<file path="src/rtl/alu_pkg.sv">
// Shared definitions for the ALU issue stage: widths, opcode encoding, instruction layout.
// Pure declarations; no logic, no latency, no backpressure.
package alu_pkg;

  localparam int DATA_W = 8;
  localparam int NREGS  = 8;
  localparam int REG_AW = $clog2(NREGS);

  typedef enum logic [2:0] {
    OP_NEGA = 3'b000,
    OP_NEGB = 3'b001,
    OP_ADD  = 3'b010,
    OP_SUB  = 3'b011,
    OP_AND  = 3'b100,
    OP_OR   = 3'b101,
    OP_MUL  = 3'b110,
    OP_XOR  = 3'b111
  } alu_op_e;

  typedef struct packed {
    alu_op_e           op;
    logic [REG_AW-1:0] dst;
    logic [REG_AW-1:0] src1;
    logic [REG_AW-1:0] src2;
    logic              imm_sel;
    logic [DATA_W-1:0] imm;
  } instr_t;

endpackage

</file>
<file path="src/rtl/alu_issue_if.sv">
// Instruction handshake plus the ALU operand/result bus between issue stage and its neighbours.
// Wires only; no latency; the stage side drives in_ready as its backpressure.
interface alu_issue_if;
  import alu_pkg::*;

  logic              in_valid;
  logic              in_ready;
  logic [2:0]        in_op;
  logic [REG_AW-1:0] in_dst;
  logic [REG_AW-1:0] in_src1;
  logic [REG_AW-1:0] in_src2;
  logic              in_imm_sel;
  logic [DATA_W-1:0] in_imm;
  logic [DATA_W-1:0] alu_a;
  logic [DATA_W-1:0] alu_b;
  logic [2:0]        alu_c;
  logic [DATA_W-1:0] alu_result;
  logic              alu_cout;
  logic              carry_flag;
  logic              wb_valid;

  modport slave (
    input  in_valid, in_op, in_dst, in_src1, in_src2, in_imm_sel, in_imm,
    input  alu_result, alu_cout,
    output in_ready, alu_a, alu_b, alu_c, carry_flag, wb_valid
  );

  modport master (
    output in_valid, in_op, in_dst, in_src1, in_src2, in_imm_sel, in_imm,
    output alu_result, alu_cout,
    input  in_ready, alu_a, alu_b, alu_c, carry_flag, wb_valid
  );

endinterface

</file>
<file path="src/rtl/regfile_8x8.sv">
// 8x8 register file, r0 hardwired to zero; two read ports plus a debug port, one write port.
// Reads combinational, write lands on the rising edge; no backpressure.
module regfile_8x8
  import alu_pkg::*;
(
  input  logic              clk,
  input  logic              rst_n,
  input  logic              we,
  input  logic [REG_AW-1:0] waddr,
  input  logic [DATA_W-1:0] wdata,
  input  logic [REG_AW-1:0] raddr1,
  output logic [DATA_W-1:0] rdata1,
  input  logic [REG_AW-1:0] raddr2,
  output logic [DATA_W-1:0] rdata2,
  input  logic [REG_AW-1:0] dbg_addr,
  output logic [DATA_W-1:0] dbg_data
);

  logic [DATA_W-1:0] regs [NREGS];

  always_ff @(posedge clk or negedge rst_n) begin
    if (!rst_n) begin
      for (int i = 0; i < NREGS; i++) regs[i] <= '0;
    end else if (we && waddr != '0) begin
      regs[waddr] <= wdata;
    end
  end

  assign rdata1   = (raddr1   == '0) ? '0 : regs[raddr1];
  assign rdata2   = (raddr2   == '0) ? '0 : regs[raddr2];
  assign dbg_data = (dbg_addr == '0) ? '0 : regs[dbg_addr];

endmodule

</file>
<file path="src/rtl/alu_issue_stage.sv">
// Operand fetch + write-back around a combinational ALU; one EX register, result written one edge after accept.
// One instruction per cycle; stall freezes everything and drops in_ready.
module alu_issue_stage #(
  parameter int DATA_W = 8,
  parameter int NREGS  = 8
) (
  input  logic                     clk,
  input  logic                     rst_n,
  input  logic                     stall,
  input  logic [$clog2(NREGS)-1:0] dbg_addr,
  output logic [DATA_W-1:0]        dbg_data,
  alu_issue_if.slave               bus
);
  import alu_pkg::*;

  localparam int AW = $clog2(NREGS);

  instr_t          instr;
  logic            ex_vld;
  logic [AW-1:0]   ex_dst;
  logic [DATA_W-1:0] rd1, rd2, opa, opb;
  logic            accept, wb_en, fwd1, fwd2;

  assign instr = '{op:      alu_op_e'(bus.in_op),
                   dst:     bus.in_dst,
                   src1:    bus.in_src1,
                   src2:    bus.in_src2,
                   imm_sel: bus.in_imm_sel,
                   imm:     bus.in_imm};

  assign bus.in_ready = rst_n & ~stall;
  assign accept       = bus.in_valid & bus.in_ready;
  assign wb_en        = ex_vld & ~stall;
  assign bus.wb_valid = wb_en;

  // The in-flight result bypasses the array; r0 is never a forwarding source.
  assign fwd1 = ex_vld && (ex_dst != '0) && (ex_dst == instr.src1);
  assign fwd2 = ex_vld && (ex_dst != '0) && !instr.imm_sel && (ex_dst == instr.src2);
  assign opa  = fwd1 ? bus.alu_result : rd1;
  assign opb  = instr.imm_sel ? instr.imm : (fwd2 ? bus.alu_result : rd2);

  regfile_8x8 u_rf (
    .clk      (clk),
    .rst_n    (rst_n),
    .we       (wb_en),
    .waddr    (ex_dst),
    .wdata    (bus.alu_result),
    .raddr1   (instr.src1),
    .rdata1   (rd1),
    .raddr2   (instr.src2),
    .rdata2   (rd2),
    .dbg_addr (dbg_addr),
    .dbg_data (dbg_data)
  );

  always_ff @(posedge clk or negedge rst_n) begin
    if (!rst_n) begin
      ex_vld         <= 1'b0;
      ex_dst         <= '0;
      bus.alu_a      <= '0;
      bus.alu_b      <= '0;
      bus.alu_c      <= '0;
      bus.carry_flag <= 1'b0;
    end else if (!stall) begin
      if (wb_en && bus.alu_c == OP_ADD) bus.carry_flag <= bus.alu_cout;
      ex_vld <= accept;
      // Operands hold after the last issue so the ALU inputs stay quiet.
      if (accept) begin
        ex_dst    <= instr.dst;
        bus.alu_a <= opa;
        bus.alu_b <= opb;
        bus.alu_c <= instr.op;
      end
    end
  end

endmodule

</file>
<file path="src/flat_wrapper.sv">
// flat-port wrapper written by rule: the top's interface ports become plain ports
module alu_issue_stage_flat import alu_pkg::*;
#(
  parameter int DATA_W = 8,
  parameter int NREGS  = 8
)
  (clk, rst_n, stall, dbg_addr, dbg_data, bus_in_valid, bus_in_op, bus_in_dst, bus_in_src1, bus_in_src2, bus_in_imm_sel, bus_in_imm, bus_alu_result, bus_alu_cout, bus_in_ready, bus_alu_a, bus_alu_b, bus_alu_c, bus_carry_flag, bus_wb_valid);
  alu_issue_if bus_i ();
  input  logic clk;
  input  logic rst_n;
  input  logic stall;
  input  logic [$clog2(NREGS)-1:0] dbg_addr;
  output logic [DATA_W-1:0] dbg_data;
  input wire logic [$bits(bus_i.in_valid)-1:0] bus_in_valid;
  input wire logic [$bits(bus_i.in_op)-1:0] bus_in_op;
  input wire logic [$bits(bus_i.in_dst)-1:0] bus_in_dst;
  input wire logic [$bits(bus_i.in_src1)-1:0] bus_in_src1;
  input wire logic [$bits(bus_i.in_src2)-1:0] bus_in_src2;
  input wire logic [$bits(bus_i.in_imm_sel)-1:0] bus_in_imm_sel;
  input wire logic [$bits(bus_i.in_imm)-1:0] bus_in_imm;
  input wire logic [$bits(bus_i.alu_result)-1:0] bus_alu_result;
  input wire logic [$bits(bus_i.alu_cout)-1:0] bus_alu_cout;
  output wire logic [$bits(bus_i.in_ready)-1:0] bus_in_ready;
  output wire logic [$bits(bus_i.alu_a)-1:0] bus_alu_a;
  output wire logic [$bits(bus_i.alu_b)-1:0] bus_alu_b;
  output wire logic [$bits(bus_i.alu_c)-1:0] bus_alu_c;
  output wire logic [$bits(bus_i.carry_flag)-1:0] bus_carry_flag;
  output wire logic [$bits(bus_i.wb_valid)-1:0] bus_wb_valid;
  assign bus_i.in_valid = bus_in_valid;
  assign bus_i.in_op = bus_in_op;
  assign bus_i.in_dst = bus_in_dst;
  assign bus_i.in_src1 = bus_in_src1;
  assign bus_i.in_src2 = bus_in_src2;
  assign bus_i.in_imm_sel = bus_in_imm_sel;
  assign bus_i.in_imm = bus_in_imm;
  assign bus_i.alu_result = bus_alu_result;
  assign bus_i.alu_cout = bus_alu_cout;
  assign bus_in_ready = bus_i.in_ready;
  assign bus_alu_a = bus_i.alu_a;
  assign bus_alu_b = bus_i.alu_b;
  assign bus_alu_c = bus_i.alu_c;
  assign bus_carry_flag = bus_i.carry_flag;
  assign bus_wb_valid = bus_i.wb_valid;
  alu_issue_stage #(.DATA_W(DATA_W), .NREGS(NREGS)) u_core (.clk(clk), .rst_n(rst_n), .stall(stall), .dbg_addr(dbg_addr), .dbg_data(dbg_data), .bus(bus_i));
endmodule
</file>
<file path="config.mk">
export PLATFORM = sky130hd
export DESIGN_NAME = alu_issue_stage_flat
export DESIGN_NICKNAME = d
export VERILOG_FILES = /design/src/rtl/alu_pkg.sv /design/src/rtl/alu_issue_if.sv /design/src/rtl/regfile_8x8.sv /design/src/rtl/alu_issue_stage.sv /design/src/flat_wrapper.sv
export SDC_FILE = /design/constraint.sdc
export NUM_CORES = 1
export LEC_CHECK = 0
export CAP_MARGIN = 15
export CORE_MARGIN = 2
export CORE_UTILIZATION = 40
export DETAILED_ROUTE_END_ITERATION = 6
export DONT_BUFFER_PORTS = 1
export PLACE_DENSITY = 0.53
export SLEW_MARGIN = 10
export SYNTH_ARGS = -nofsm -noshare
export SYNTH_HDL_FRONTEND = slang
export SYNTH_SLANG_ARGS = --single-unit
export TNS_END_PERCENT = 100
</file>
<file path="constraint.sdc">
create_clock -name clk -period 5.3 [get_ports clk]
set_input_delay 1.06 -clock clk [delete_from_list [all_inputs] [get_ports clk]]
set_output_delay 1.06 -clock clk [all_outputs]
set_load 0.01 [all_outputs]
</file>
==> impl_metrics.ini <==
[worst_setup_path]
worstPathMaxFanout = 26
r2r-start = u_core.ex_vld
cp_top_family = compound AO/OA/AOI/OAI gates
crit_end = dbg_data[1]
r2r_slack_ns = 3.02
path_buf_inv = 0
crit_start = dbg_addr[1]
cpPeakStageDelay_ns = 0.69
r2r-end = u_core.u_rf.regs[20]
cp-start-kind = input port
cp-end-kind = output port
reg2regPathDepth = 5
cp.arrival_ns = 2.16
worstPathCellList = a21oi_1 > a221oi_1
cp.depth = 2
crit_type = in -> out
cp_slowest_cell = a21oi_1
crit_required_ns = 4.24

[timing]
hold_violations = 0
fin_crit_sh_pct = 60.7
setup_violations = 0
slew_violations = 0
period_needed_ns = 3.22
finalSetupTns_ns = 0
max_clock_freq_mhz = 311
final.setup_skew_ns = 0.00658
worst_slew_pin_slew_ns = 1.11
slew_headroom_pct = 25.3
rsz0062_at_grt = false

[clock_network]
cts_buffer_depth = 2
cts_tree = done
htreeDepth = 3
insertion_delay_ns = 0.34
cts_num_sinks = 88
numCtsBuffers = 9
hold_buffers = 0
cts_setup_buffers = 0
cts_root_buf = clkbuf_16
clkTransAtPathRegs_ns = 0.06
ctsResizeCount = 0

[pwr]
seqPwrFrac_pct = 48.5
p_per_area_mw_per_mm2 = 413
clkPwrFrac_pct = 26.6
power.internal_mw = 1.60
p_total_mw = 2.25
power.switching_mw = 0.649
leakage_nw = 2.27
swShare_pct = 28.9
vdd_ir_drop_max_mv = 0.164
combPwrFrac_pct = 25.0

[layout]
diodes = 0
final_net_count = 421
layout_commonest_cell = dfrtp_1
syn2layout_area_growth_pct = 6.52
stdcell_count = 559
drive_above_1_share_pct = 33.6
final_util_pct = 43.4
layout_common_cells = dfrtp_1 (88), mux2_2 (71), mux4_2 (40)

[logic_synthesis]
ys.flop_type = dfrtp_1
ys_ff_latch = 88
yosys_warnings = 0
synth_edf_count = 0
syn_nets = 443
syn_inst = 406
synth_cell_types = 38
syn-cell-area_mm2 = 0.00510
async_flop_share_pct = 100
ys_seq_area_share_pct = 43.1
syn_area_per_cell_um2 = 12.6

[drt]
wl_per_cell_um = 23.5
first_pass_iters = 4
vias = 3363
antenna_left = 0
drtIter0Drc = 204
drt-vias-per-instance = 6.02
wl_mm = 13.1
drc = 0

[placed_design]
dp.cells = 545
dp_hpwl_mm = 8.70
gp_congestion = 0.743
numPortBuffers = 0

[global_routing]
grt_start_max_net_pins = 90
grt_pass1_wl_mm = 20.1
antenna_found_initial = 0
gr-usage-all-layers_pct = 20.4
grt_pass1_vias = 3293
grt.overflow.total = 0

[floorplan]
die_y_um = 117
fp.dieW_um = 117
rows = 41
initial_core_util_pct = 40.8
core_mm2 = 0.0125
die_area_mm2 = 0.0137
ios = 67

[run]
drv_cap = 0

[worst_hold_path]
hp-class = in -> async

[status]
outcome = complete, no violations
==> flip-flops by register name (all words and copies together), names as in the netlist <==
| signal | cells |
|---|---|
| u_core.u_rf.regs | 64 |
| u_core.bus.alu_a | 8 |
| u_core.bus.alu_b | 8 |
| u_core.bus.alu_c | 3 |
| u_core.ex_dst | 3 |
| u_core.bus.carry_flag | 1 |
| u_core.ex_vld | 1 |
==> power by group through the flow <==
| stage | clock (mW) | combinational, mW | sequential (mW) |
|---|---|---|---|
| floorplan | 0 | 0.519 | 1.02 |
| global placement | 0 | 0.552 | 1.08 |
| detailed placement | 0 | 0.563 | 1.10 |
| CTS | 0.614 | 0.566 | 1.08 |
| global route | 0.641 | 0.614 | 1.12 |
| finish | 0.597 | 0.562 | 1.09 |
==> metrics by stage <==
step           cell area [um^2]  setup WS, ns  hold WS, ns
2_1_floorplan              5100          2.07        0.458
3_3_place_gp               5160          2.12        0.400
3_5_place_dp               5160          2.11        0.405
4_1_cts                    5440          2.10        0.399
5_1_grt                    5440          2.04        0.393
6_report                   5440          2.08        0.412
==> worst min-delay path by stage <==
stage / startpoint / to / slack, ns
after floorplan: u_core.u_rf.regs[56] / u_core.u_rf.regs[56] / 0.46
after global placement: u_core.u_rf.regs[61] / u_core.u_rf.regs[61] / 0.40
after detailed placement: u_core.u_rf.regs[59] / u_core.u_rf.regs[59] / 0.41
after CTS: rst_n / u_core.bus.alu_b[3] / 0.40
after global routing: rst_n / u_core.u_rf.regs[63] / 0.39
final: rst_n / u_core.bus.alu_b[3] / 0.41
==> kinds of logic (layout without fill, tap and decap cells) <==
| kind of cell | after synthesis | after routing | share of synthesized area (%) |
|---|---|---|---|
| compound gates | 70 | 70 | 8.63 |
| xor+xnor | 4 | 4 | 0.686 |
| buf+inv | 44 | 25 | 3.95 |
| flops | 88 | 88 | 43.1 |
| mux | 127 | 127 | 36.5 |
| simple gates | 73 | 73 | 7.13 |
==> routing by layer <==
layer | global-route usage, % | vias up | wire [um]
li1 | - | 1482 | -
met1 | 27.2 | 1775 | 5660
met2 | 32.8 | 95 | 6340
met3 | 5.46 | 11 | 980
met4 | 6.51 | 0 | 160
met5 | 0 | - | 0
==> area by class of cell <==
| type | instances | area (um^2) |
|---|---|---|
| Sequential cell | 88 | 2200 |
| Inverter | 10 | 37.5 |
| Timing Repair Buffer | 1 | 7.51 |
| Fill cell | 1208 | 7080 |
| Multi-Input combinational cell | 274 | 2700 |
| Tap cell | 172 | 215 |
| Clock buffer | 14 | 274 |
==> Yosys cell counts (3+ instances only) <==
master    instances  area, um^2
o21ai_0          23         115
mux4_2           40         901
mux2i_1          16         160
xnor2_1           4        35.0
buf_2            11        55.1
a21oi_1          18        90.1
a31oi_1           8        50.1
mux2_2           71         800
dfrtp_1          88        2200
clkbuf_1         17        63.8
a22oi_1           7        52.6
nand2_1          32         120
nor2b_1          10        62.6
nor2_1           12        45.0
inv_1            10        37.5
or3_1             3        18.8
nand3_1           3        15.0
a221oi_1          8        70.1
No activity file was read; power rests on OpenSTA's default activity.
